`config.mk`:
```
export PLATFORM = sky130hd
export DESIGN_NAME = vga_frame_reader
export DESIGN_NICKNAME = d
export VERILOG_FILES = /design/src/rtl/vga_frame_reader.sv
export SDC_FILE = /design/constraint.sdc
export NUM_CORES = 1
export LEC_CHECK = 0
export ABC_AREA = 1
export BUFFER_PORTS_ARGS = -buffer_cell sky130_fd_sc_hd__buf_2
export CAP_MARGIN = 25
export CORE_UTILIZATION = 40
export DETAILED_ROUTE_END_ITERATION = 16
export GPL_ROUTABILITY_DRIVEN = 0
export PLACE_DENSITY_LB_ADDON = 0.3
export SYNTH_ARGS = -nofsm -noshare
export SYNTH_HDL_FRONTEND = slang
export SYNTH_SLANG_ARGS = --single-unit
```
`constraint.sdc`:
```
create_clock -name pclk -period 5.1 [get_ports pclk]
set_input_delay 0.51 -clock pclk [delete_from_list [all_inputs] [get_ports pclk]]
set_output_delay 0.51 -clock pclk [all_outputs]
set_load 0.02 [all_outputs]
```
`src/rtl/vga_frame_reader.sv`:
```
// VGA raster timing plus frame-buffer reader; rgb, de and syncs trail the counters by exactly 2 pclk.
// Optional colour-bar generator is compiled in with `define TEST_PATTERN_EN.
module vga_frame_reader #(
  parameter int H_ACT  = 640,
  parameter int H_FP   = 16,
  parameter int H_SYNC = 96,
  parameter int H_BP   = 48,
  parameter int V_ACT  = 480,
  parameter int V_FP   = 10,
  parameter int V_SYNC = 2,
  parameter int V_BP   = 33
) (
  input  logic        pclk,
  input  logic        rst,
  output logic [18:0] rd_addr,
  output logic        rd_en,
  input  logic [11:0] rd_data,
  input  logic        test_sel,
  output logic        hsync,
  output logic        vsync,
  output logic        de,
  output logic [11:0] rgb,
  output logic        frame_start
);

  localparam int H_TOT = H_ACT + H_FP + H_SYNC + H_BP;
  localparam int V_TOT = V_ACT + V_FP + V_SYNC + V_BP;
  localparam int HW    = $clog2(H_TOT);
  localparam int VW    = $clog2(V_TOT);

  localparam logic [HW-1:0] H_MAX  = HW'(H_TOT - 1);
  localparam logic [HW-1:0] H_VIS  = HW'(H_ACT);
  localparam logic [HW-1:0] HS_BEG = HW'(H_ACT + H_FP);
  localparam logic [HW-1:0] HS_END = HW'(H_ACT + H_FP + H_SYNC - 1);
  localparam logic [VW-1:0] V_MAX  = VW'(V_TOT - 1);
  localparam logic [VW-1:0] V_VIS  = VW'(V_ACT);
  localparam logic [VW-1:0] VS_BEG = VW'(V_ACT + V_FP);
  localparam logic [VW-1:0] VS_END = VW'(V_ACT + V_FP + V_SYNC - 1);
  localparam logic [18:0]   ADDR_LAST = 19'(H_ACT * V_ACT - 1);

  logic          active;
  logic [HW-1:0] hcnt, hcnt_nx;
  logic [VW-1:0] vcnt, vcnt_nx;
  logic          h_wrap, v_wrap, vis_nx, in_hs, in_vs, at_origin;
  logic          vis_d1, hs_d1, vs_d1, fs_d1;
  logic [11:0]   rgb_nx;

  // Counters hold at (0,0) for the first edge after reset so that pixel (0,0)
  // is presented with rd_en high instead of being swallowed by the reset.
  always_comb begin
    h_wrap    = (hcnt == H_MAX);
    v_wrap    = (vcnt == V_MAX);
    hcnt_nx   = hcnt;
    vcnt_nx   = vcnt;
    if (active) begin
      hcnt_nx = h_wrap ? '0 : hcnt + HW'(1);
      if (h_wrap)
        vcnt_nx = v_wrap ? '0 : vcnt + VW'(1);
    end
    vis_nx    = (hcnt_nx < H_VIS) && (vcnt_nx < V_VIS);
    in_hs     = (hcnt >= HS_BEG) && (hcnt <= HS_END);
    in_vs     = (vcnt >= VS_BEG) && (vcnt <= VS_END);
    at_origin = (hcnt == '0) && (vcnt == '0);
  end

  always_ff @(posedge pclk or posedge rst) begin
    if (rst) begin
      active  <= 1'b0;
      hcnt    <= '0;
      vcnt    <= '0;
      rd_en   <= 1'b0;
      rd_addr <= '0;
    end else begin
      active <= 1'b1;
      hcnt   <= hcnt_nx;
      vcnt   <= vcnt_nx;
      rd_en  <= vis_nx;
      if (active && h_wrap && v_wrap)
        rd_addr <= '0;
      else if (rd_en)
        rd_addr <= (rd_addr == ADDR_LAST) ? '0 : rd_addr + 19'd1;
    end
  end

  // Stage 1: aligns timing flags with rd_data coming back from the buffer.
  always_ff @(posedge pclk or posedge rst) begin
    if (rst) begin
      vis_d1 <= 1'b0;
      hs_d1  <= 1'b1;
      vs_d1  <= 1'b1;
      fs_d1  <= 1'b0;
    end else begin
      vis_d1 <= rd_en;
      hs_d1  <= !(active && in_hs);
      vs_d1  <= !(active && in_vs);
      fs_d1  <= active && at_origin;
    end
  end

`ifdef TEST_PATTERN_EN
  localparam logic [HW-1:0] BAR_W = HW'(H_ACT / 8);

  logic [HW-1:0] hcnt_d1;
  logic [2:0]    bar_idx;
  logic [11:0]   bar_rgb;

  always_ff @(posedge pclk or posedge rst) begin
    if (rst) hcnt_d1 <= '0;
    else     hcnt_d1 <= hcnt;
  end

  always_comb begin
    bar_idx = 3'(hcnt_d1 / BAR_W);
    case (bar_idx)
      3'd0:    bar_rgb = 12'hFFF;
      3'd1:    bar_rgb = 12'hFF0;
      3'd2:    bar_rgb = 12'h0FF;
      3'd3:    bar_rgb = 12'h0F0;
      3'd4:    bar_rgb = 12'hF0F;
      3'd5:    bar_rgb = 12'hF00;
      3'd6:    bar_rgb = 12'h00F;
      default: bar_rgb = 12'h000;
    endcase
    rgb_nx = 12'h000;
    if (vis_d1)
      rgb_nx = test_sel ? bar_rgb : rd_data;
  end
`else
  logic unused_test_sel;
  assign unused_test_sel = test_sel;

  always_comb begin
    rgb_nx = 12'h000;
    if (vis_d1)
      rgb_nx = rd_data;
  end
`endif

  // Stage 2: every video output changes on the same edge.
  always_ff @(posedge pclk or posedge rst) begin
    if (rst) begin
      de          <= 1'b0;
      hsync       <= 1'b1;
      vsync       <= 1'b1;
      frame_start <= 1'b0;
      rgb         <= 12'h000;
    end else begin
      de          <= vis_d1;
      hsync       <= hs_d1;
      vsync       <= vs_d1;
      frame_start <= fs_d1;
      rgb         <= rgb_nx;
    end
  end

endmodule
```
After elaboration in Yosys (flattened, before gate mapping)
Index checks and enable logic that the tools add are counted. Widths: inputs -> output; s select.

Flip-flop bits (word level): 61. Output and inout port bits: 36. Logic and storage cells: 49.

$add $sub $neg: 3. $lt $le $gt $ge: 6. Eq/ne operators: 3. Muxes and demuxes: 9. Reduce and logical (&&, ||, !) cells: 14.

Operator list (count): $mux 19 (3); $mux 10 (5); $add 10x1->10 const B (2); $eq 10x10->1 const B (2); $logic_not 10->1 (2); $add 19x1->19 const B (1); $eq 19x19->1 const B (1); $mux 12 (1); $ge 10x10->1 const B (1); $ge 10x9->1 const B (1); $le 10x10->1 const B (1); $le 10x9->1 const B (1); $lt 10x10->1 const B (1); $lt 10x9->1 const B (1); $logic_and 1x1->1 (9); $logic_not 1->1 (2); $reduce_bool 2->1 (1).

Depth between registers and ports, before layout
Word-level depth: 6. Depth in mapped cells: 12. Gate-level depth less buffers: 12.

Least setup slack after synthesis
OpenSTA, ideal clock, no wires.

Path type: reg2reg. Start point: register rd_addr[0]. End point: register rd_addr[9]. Library setup time: 0.117 ns. Arrival: 1.574 ns. Required time: 4.983 ns. Slack: 3.409 ns. Stages on the path, launching flop included: 11. Clock period less this slack: 1.691 ns. Cell sequence: dfrtp_1 > ha_1 > inv_1 > nor2_2 > nand2_1 > nor2_1 > nand2_1 > inv_2 > nor2_1 > nand3_2 > nand2_1.

Word-level cells in the longest chain between the ends: 4.

Ends and longest elaborated chain: from (decl) (line 15) `output logic [18:0] rd_addr,`; from (signal assigned) (line 81) `rd_addr <= (rd_addr == ADDR_LAST) ? '0 : rd_addr + 19'd1;`; $add 19x1->19 or $eq 19x19->1 (tied branches) (line 81); $mux 19 * (line 81); $mux 19 * (line 80) `else if (rd_en)`; $mux 19 * (line 78) `if (active && h_wrap && v_wrap)`.

Every way passes the cells marked *; elsewhere a longest branch is shown, timed or not. The select of a mux whose other input is x is not followed. A chain may end at the register's enable or synchronous reset.

Worst setup path in the final report
Start point: register rd_en. End point: output port rd_en.

RTL lines: from (decl) (line 16) `output logic rd_en,`; from (signal assigned) (line 77) `rd_en <= vis_nx;`.

No word-level cell between the ends.

==> results.md <==
* Placement-stage cell area at 3720 um^2
* Die Ht at ~94 um
* # diodes at 0
* F_max at 477 MHz
* Synth area leaders: dfrtp_1 (42%), nand2_1 (13%), nand3_1 (5.4%)
* Total track usage at 0.186
* Synth unique cells at 37
* LEAKAGE at ~1.9 nW
* Vias in the first global route at 2,866
* Main synth FF type: dfrtp_1
* HPWL after detailed placement at 5400 um
* WP data required at 4.59 ns
* Die width at 94.2 um
* Power per Cell Area at 287 nW/um^2
* PostCTS Resize Cnt at 0
* Layout overhead on the synthesized area at 15.6%
* Crit. path cell count at 1
* Critical Path Max Stage Delay at 0.95 ns
* Net count, final at 501
* Post-synth EDFFs at 0
* CTS Hold Buffers Added at 0
* Fin. Hold Viols at 0
* Number of remaining DRC errors at 0
* Seq cells post-synth at 61
* Antenna violations before repair at 0
* Largest net degree at the start of global routing at a little under 50
* Async SR Flop Fraction at 1.00
* Full die area at 8880 um^2
* Core Region at 8220 um^2
* HP Class: primary input to async pin
* Largest area contributor in the netlist: dfrtp_1
* Fillers at 815
* Critical Path Slowest Stage Cell: dfrtp_1
* Sequential fraction of the synthesis area at 0.450
* Critical R2R Launch: hcnt[0]$_DFFE_PP0P_
* Dpl cells at 574
* CP delay by family, top: flip-flops
* Critical path startpoint category: flip-flop
* Total Routed Length at 7370 um
* Post-CTS Setup Repair Bufs at 0
* Cell Chain, Critical Path: buf_2
* Post-layout min period at 2.10 ns
* First-pass GRT wire length at around 13,000 um
* Worst-margin pin slew at slightly above 0.9 ns
* CP Class: flip-flop to output port
* Bufs on Longest Clock Path at 2
* Most frequent cells in the layout: nand2_1 (116), dfrtp_1 (57), buf_2 (49)
* Worst path arrival time at 1.59 ns
* Worst-path fanout max at 18
* Layout cells sized above 1 at 0.227
* Worst VDD drop at 129 uV
* Total negative slack at 0 ns
* Initial drt markers at 115
* CTS sink count at 61
* PortBufs at 49
* Top-area cell type share of the netlist area at 0.419
* Setup crit end kind: output port
* Status: finished clean
* Post-synthesis average cell area at 7.95 um^2
* Final setup viols at 0
* DR vias at 2,881
* Most common cell after layout, fill and taps aside: nand2_1
* Slew headroom at 0.379
* Remaining antenna violation count after routing at 0
* Cells after Synth at between 400 and 500
* Num CTS Buffers at 9
* CTS tree: yes
* Layout Skew at 0.0123 ns
* Detailed Routing Iterations Pass 1 at 4
* Starting Density at 0.414
* Crit share post-route at 0.411
* Row Count at 33
* CTS root buf: clkbuf_8
* Post-route insts no fill at between 500 and 600
* Worst r2r dst: rd_addr[7]$_DFFE_PP0P_
* Max-Cap Viols at 0
* DR vias/cell at 4.88
* Syn. warnings at 0
* Gr ovfl total at 0
* Clock Latency Late Sink at roughly 0.34 ns
* Post-Syn Nets at 449
* WP buf/inv at 1
* Reg2reg path depth at 8
* Synthesized area at roughly 3400 um^2
* H-tree depth at 3
* Slew Limit Fails at 0
* Reg clk slew, reported paths at 0.08 ns
* IO Pins at 51
* Routed wire per std cell at 12.5 um
* RSZ-0062 raised after global routing: false
* R2r setup slk at about 3.1 ns
* Final Instance Area at 3930 um^2
final cells by class:
type                    instances  area [um^2]  area share
clock buffers                  11          131      0.0334
clock inverters                 5         85.1      0.0216
inverters                      58          220      0.0560
multi-input cells             300         1580       0.402
flip-flops and latches         61         1530       0.389
well taps                     105          131      0.0334
repair buffers                 50          253      0.0643
cell usage after synthesis (all sizes together) (2+ instances only):
cell type and instances:
dfrtp 57, nand4 14, a21oi 2, ha 6, buf 8, dfstp 4, o2111ai 2, o21ai 22
nand2 118, nor3 9, nor2 57, nand3 48, inv 58, nand3b 4, xor2 11
power by group:
part / switching (W) / leakage, nW / total, W / internal [W]
clock: 0.000196 / 0.104 / 0.000473 / 0.000277
combinational: 0.0000739 / 1.07 / 0.000113 / 0.0000389
sequential: 0.0000347 / 0.772 / 0.000545 / 0.000510
metrics by stage:
step | setup slack [ns] | util | hold slack [ns] | power, W
final | 3.00 | 0.479 | 0.0969 | 0.00113
after global placement | 3.15 | 0.452 | 0.332 | 0.000663
after detailed placement | 3.12 | 0.452 | 0.344 | 0.000668
after global routing | 2.93 | 0.479 | 0.115 | 0.00119
after CTS | 2.99 | 0.479 | 0.101 | 0.00114
after floorplan | 3.08 | - | 0.331 | 0.000643
worst max-delay path by stage:
stage	start	end	slack (ns)
floorplan	rst	active$_DFF_PP0_	3.08
global placement	hcnt[0]$_DFFE_PP0P_	rd_addr[3]$_DFFE_PP0P_	3.15
detailed placement	hcnt[1]$_DFFE_PP0P_	rd_addr[7]$_DFFE_PP0P_	3.12
CTS	rd_en$_DFF_PP0_	rd_en	2.99
global route	hcnt[1]$_DFFE_PP0P_	rd_addr[3]$_DFFE_PP0P_	2.93
finish	rd_en$_DFF_PP0_	rd_en	3.00
per-layer routing:
layer	vias up	GRT usage	part of all wire
met5	-	0	0
met4	0	0.0897	0.023
met3	15	0.0380	0.047
met2	77	0.312	0.47
met1	1322	0.226	0.46
li1	1467	-	-
cell families after synthesis:
group,after synthesis,synth area share
flops,61,0.450
other cells,1,0.00110
simple gates,253,0.364
compound gates,28,0.0460
buf+inv,67,0.0853
xor+xnor,12,0.0309
fa+ha+maj,6,0.0221
registers in the layout, indices dropped and copies added (netlist names), 10 cells and up:
register,flops
rd_addr,19
vcnt,10
rgb,12
hcnt,10
(Power assumes the default switching activity.)
